===== config.mk =====
export PLATFORM = sky130hd
export DESIGN_NAME = simon_key_expand
export DESIGN_NICKNAME = d
export VERILOG_FILES = /design/src/rtl/simon_pkg.sv /design/src/rtl/simon_key_step.sv /design/src/rtl/simon_key_expand.sv
export SDC_FILE = /design/constraint.sdc
export NUM_CORES = 1
export LEC_CHECK = 0
export CAP_MARGIN = 10
export CELL_PAD_IN_SITES_DETAIL_PLACEMENT = 2
export CELL_PAD_IN_SITES_GLOBAL_PLACEMENT = 2
export CORE_UTILIZATION = 31
export CTS_CLUSTER_DIAMETER = 40
export DETAILED_ROUTE_END_ITERATION = 6
export PLACE_DENSITY = 0.82
export SLEW_MARGIN = 20
export SYNTH_ARGS = -nofsm -noshare
export SYNTH_HDL_FRONTEND = slang
export SYNTH_SLANG_ARGS = --single-unit

===== constraint.sdc =====
create_clock -name clk -period 11.3 [get_ports clk]
set_input_delay 1.13 -clock clk [delete_from_list [all_inputs] [get_ports clk]]
set_output_delay 1.13 -clock clk [all_outputs]
set_load 0.02 [all_outputs]

===== src/rtl/simon_pkg.sv =====
// Shared constants and types for the Simon128/256 round-key expander.
package simon_pkg;

    localparam int WORD_W     = 64;
    localparam int KEY_WORDS  = 4;
    localparam int NUM_ROUNDS = 72;
    localparam int Z_LEN      = 62;

    localparam logic [WORD_W-1:0] C  = 64'hFFFF_FFFF_FFFF_FFFC;
    // Index 0 of the sequence is the MSB of this literal.
    localparam logic [Z_LEN-1:0]  Z4 =
        62'b1101_0001_1110_0110_1011_0110_0010_0000_0101_1100_0011_0010_1001_0011_1011_11;

    typedef enum logic {
        ST_IDLE = 1'b0,
        ST_RUN  = 1'b1
    } state_e;

    function automatic logic z4_bit(input logic [5:0] j);
        return Z4[6'd61 - j];
    endfunction

endpackage


===== src/rtl/simon_key_step.sv =====
// One step of the Simon128/256 key schedule: derives the next key word.
module simon_key_step #(
    parameter int WORD_W = simon_pkg::WORD_W
) (
    input  logic [WORD_W-1:0] w0,
    input  logic [WORD_W-1:0] w1,
    input  logic [WORD_W-1:0] w3,
    input  logic              zbit,
    output logic [WORD_W-1:0] knew
);

    logic [WORD_W-1:0] t0;
    logic [WORD_W-1:0] t1;

    assign t0   = {w3[2:0], w3[WORD_W-1:3]} ^ w1;
    assign t1   = t0 ^ {t0[0], t0[WORD_W-1:1]};
    assign knew = WORD_W'(simon_pkg::C) ^ {{(WORD_W-1){1'b0}}, zbit} ^ w0 ^ t1;

endmodule


===== src/rtl/simon_key_expand.sv =====
// Simon128/256 key expander: streams 72 round keys over a valid/ready port
// after a start pulse, one key per cycle when the consumer never stalls.
module simon_key_expand #(
    parameter int KEYLEN_BYTES = 32,
    parameter int WORD_W       = 64,
    parameter int NUM_ROUNDS   = 72
) (
    input  logic                      clk,
    input  logic                      rst,
    input  logic [KEYLEN_BYTES*8-1:0] init_key,
    input  logic                      key_compute_start,
    output logic [WORD_W-1:0]         rk_data,
    output logic [6:0]                rk_idx,
    output logic                      rk_valid,
    input  logic                      rk_ready,
    output logic                      busy,
    output logic                      done
);
    import simon_pkg::*;

    localparam logic [6:0] LAST_IDX = 7'(NUM_ROUNDS - 1);
    localparam logic [5:0] Z_LAST   = 6'(Z_LEN - 1);

    state_e            state_q, state_d;
    logic [WORD_W-1:0] w_q [KEY_WORDS];
    logic [WORD_W-1:0] w_d [KEY_WORDS];
    logic [6:0]        idx_q, idx_d;
    logic [5:0]        j_q, j_d;
    logic              done_q, done_d;
    logic              zbit;
    logic [WORD_W-1:0] knew;

    assign zbit = z4_bit(j_q);

    simon_key_step #(.WORD_W(WORD_W)) u_step (
        .w0   (w_q[0]),
        .w1   (w_q[1]),
        .w3   (w_q[3]),
        .zbit (zbit),
        .knew (knew)
    );

    always_comb begin
        state_d = state_q;
        w_d     = w_q;
        idx_d   = idx_q;
        j_d     = j_q;
        done_d  = 1'b0;
        case (state_q)
            ST_IDLE: begin
                if (key_compute_start) begin
                    for (int i = 0; i < KEY_WORDS; i++) begin
                        w_d[i] = init_key[i*WORD_W +: WORD_W];
                    end
                    idx_d   = '0;
                    j_d     = '0;
                    state_d = ST_RUN;
                end
            end
            ST_RUN: begin
                if (rk_ready) begin
                    w_d[0] = w_q[1];
                    w_d[1] = w_q[2];
                    w_d[2] = w_q[3];
                    w_d[3] = knew;
                    j_d    = (j_q == Z_LAST) ? 6'd0 : j_q + 6'd1;
                    if (idx_q == LAST_IDX) begin
                        state_d = ST_IDLE;
                        idx_d   = '0;
                        done_d  = 1'b1;
                    end else begin
                        idx_d = idx_q + 7'd1;
                    end
                end
            end
            default: state_d = ST_IDLE;
        endcase
    end

    always_ff @(posedge clk or posedge rst) begin
        if (rst) begin
            state_q <= ST_IDLE;
            for (int i = 0; i < KEY_WORDS; i++) begin
                w_q[i] <= '0;
            end
            idx_q  <= '0;
            j_q    <= '0;
            done_q <= 1'b0;
        end else begin
            state_q <= state_d;
            w_q     <= w_d;
            idx_q   <= idx_d;
            j_q     <= j_d;
            done_q  <= done_d;
        end
    end

    // Data is masked outside RUN so a stale w[0] never leaks after completion.
    assign rk_valid = (state_q == ST_RUN);
    assign busy     = (state_q == ST_RUN);
    assign rk_data  = rk_valid ? w_q[0] : '0;
    assign rk_idx   = idx_q;
    assign done     = done_q;

endmodule

==> impl_metrics.csv <==
group,metric,value,unit
setup_path,crit_chain,"buf_12 -> and2_1 -> clkdlybuf4s50_1",
die,fp.dieW,219,um
setup_path,cp.required,10.17,ns
pwr,seq_power_share,30.1,%
pwr,irDropWorstVdd,0.127,mV
yosys,synthTopCellsByArea,"dfrtp_1 (46%), mux2i_1 (13%), xnor2_1 (8.0%)",
sta,clock_skew,0.0235,ns
sta,worst_pin_slew,1.01,ns
yosys,synth_cell_types,30,
placed_design,hpwl,35.6,mm
sta,slew_violations,0,
yosys,yosys_warnings,0,
min_path,hold_class,"reg -> reg",
outcome,outcome,"finished clean",
yosys,ys_ff_latch,271,
sta,clock.fmax,227,MHz
yosys,synth.avg_cell_area,9.78,um^2
yosys,synth_flop_cell,"dfrtp_1",
yosys,synth_top_family_by_area,"multiplexers",
run,maxCapViolCount,0,
finish,layout.nets,2053,
pwr,intPower,3630,uW
clock_tree,clkTransAtPathRegs,0.05,ns
routing,via_per_inst,5.13,
die,dieArea,48000,um^2
setup_path,setup.worst_path.class,"reg -> out",
sta,setup_viol,0,
finish,syn2layout_area_growth,39.5,%
pwr,p_leak,0.00957,uW
die,fp-row-count,79,
routing,detail_route.iter0.violations,629,
sta,hold_viol,0,
routing,first_pass_iters,5,
clock_tree,holdBufCountCts,0,
yosys,synthArstFlopShare,100,%
placed_design,dpl_cell_area,18400,um^2
setup_path,setup.worst_path.start_class,"flop",
clock_tree,cts_root_buffer,"clkbuf_16",
yosys,synth-adder-area-share,0.771,%
yosys,synth-edff-count,0,
routing,vias,12519,
yosys,synth_xor_area_share,11.9,%
global_route,antenna_found_initial,12,
setup_path,path_buf_inv,2,
pwr,switching_power,2120,uW
yosys,mappedNetlistArea,14600,um^2
clock_tree,cts-resized-gates,0,
clock_tree,numCtsBuffers,54,
yosys,synth_compound_area_share,11.6,%
pwr,power,5750,uW
die,core,46600,um^2
sta,rsz0062_at_grt,"false",
global_route,grt_pass1_vias,14366,
sta,fin_crit,4.41,ns
yosys,synth_top_area_share,46.4,%
clock_tree,clock_path_buffers,3,
clock_tree,cts_setup_buffers,0,
finish,drive_gt1_share,6.18,%
setup_path,critical-path-slowest-cell,"dfrtp_4",
setup_path,cp.arrival,3.28,ns
routing,wl_per_cell,22.5,um
pwr,comb_power_share,39.3,%
clock_tree,clock_sinks,271,
placed_design,place.gp.congestion,0.796,
sta,maxSlewHeadroom,32.3,%
global_route,grt.total_usage,22.9,%
clock_tree,cts_tree,"done",
routing,ant_nets,0,
global_route,gr-total-overflow,0,
yosys,syn-num-nets,1763,
sta,finalCritPeriodShare,39.0,%
setup_path,cp_max_fo,148,
finish,final_util,43.8,%
yosys,synth_mux_area_share,13.4,%
die,start_util,31.4,%
yosys,synth-seq-area-share,46.4,%
global_route,grt_max_degree,235,
sta,finalSetupTns,0,ns
pwr,powerDensity,282,nW/um^2
setup_path,crit_family,"buffers and inverters",
die,die-height,219,um
global_route,grt_pass1_wl,84.8,mm
yosys,synthCells,1494,
pwr,clockPowerShare,30.6,%
finish,final_area,20400,um^2
pwr,power.share.switching,36.9,%
placed_design,io_buffers,333,
clock_tree,cts.htree.levels,2,
routing,drc,0,
yosys,synth_top_area_cell,"dfrtp_1",
setup_path,critPathMaxStageDelay,0.94,ns
yosys,synth-simple-area-share,12.7,%
routing,drt-total-wl,54.8,mm
clock_tree,worst_skew_pair.late_latency,0.57,ns
die,pin_count,334,
setup_path,critPathCaptureType,"primary output",
per-stage QoR:
stage | hold WS [ns] | worst slack [ns] | instances
floorplan | 0.450 | 2.70 | 1494
global placement | 0.461 | 6.78 | 2335
detailed placement | 0.474 | 6.55 | 2335
CTS | 0.484 | 6.87 | 2436
global route | 0.506 | 6.79 | 2436
finish | 0.479 | 6.89 | 2438
final cells by class:
| type | instances | area (um^2) |
|---|---|---|
| Antenna cell | 2 | 5.00 |
| Clock buffer | 66 | 1470 |
| Clock inverter | 35 | 512 |
| Fill cell | 4869 | 26200 |
| Inverter | 5 | 26.3 |
| Multi-Input combinational cell | 1109 | 7370 |
| Sequential cell | 271 | 6790 |
| Tap cell | 607 | 759 |
| Timing Repair Buffer | 343 | 3450 |
power by group through the flow:
stage	sequential [uW]	combinational, uW	clock, uW
5_1_grt	1780	2500	1840
6_report	1730	2260	1760
4_1_cts	1740	2300	1800
3_3_place_gp	1710	2090	0
3_5_place_dp	1740	2210	0
2_1_floorplan	1590	1620	0
cell usage in the layout, fill, tap and decap left out, drive strengths merged, types with 64 or more instances in the layout:
cell type,synthesis,layout
and2,65,65
nand3,68,68
clkbuf,71,66
nand2,272,272
xor2,64,64
clkdlybuf4s50,0,331
mux2i,194,194
xnor2,134,134
o21ai,208,208
dfrtp,271,271
cells in the mapped netlist (2+ instances only):
cell type,n
nand2_1,272
dfrtp_1,271
o21ai_0,208
mux2i_1,194
xnor2_1,134
clkbuf_1,71
nand3_1,68
and2_1,65
xor2_1,63
a32oi_1,61
buf_2,30
ha_1,9
nor2_1,9
buf_1,7
a21oi_1,6
inv_1,5
and3_1,3
a211oi_1,2
a31oi_1,2
a32o_1,2
nor2b_1,2
o31ai_1,2
metal layers:
layer  global-route usage (%)  share of wire (%)  vias to the layer above
li1                         -                  -                     5743
met1                     26.7                 41                     6334
met2                     41.2                 51                      326
met3                     5.95                5.9                       98
met4                     6.20                2.0                       18
met5                        0               0.22                        -
sequential cells by signal, summed over array words and instances, names as in the netlist:
name    cells
busy        1
w_q       256
done        1
j_q         6
rk_idx      7
cell families (layout without fill, tap and decap cells):
kind of cell | count (synthesis) | in the layout
adder cells (fa/ha/maj) | 9 | 9
other | 0 | 2
flip-flops | 271 | 271
XOR/XNOR | 198 | 198
AO/OA/AOI/OAI | 286 | 286
AND/OR/NAND/NOR | 421 | 421
multiplexers | 195 | 195
buffers and inverters | 114 | 449
worst paths after layout:
check	start	slack, ns	end	depth (start not counted)
min	w_q[99]	0.48	w_q[99]	2
min reg2reg	w_q[99]	0.48	w_q[99]	2
max in group asynchronous	rst	8.64	busy	3
max	busy	6.89	rk_data[19]	3
max reg2reg	busy	7.37	w_q[74]	5
min in group asynchronous	rst	1.06	w_q[110]	2
worst min-delay path: stages (launching register included):
cell	delay [ns]
dfrtp_1	0.34
nand2_1	0.05
o21ai_0	0.06
Note: power is estimated with default switching activity, not from simulation.
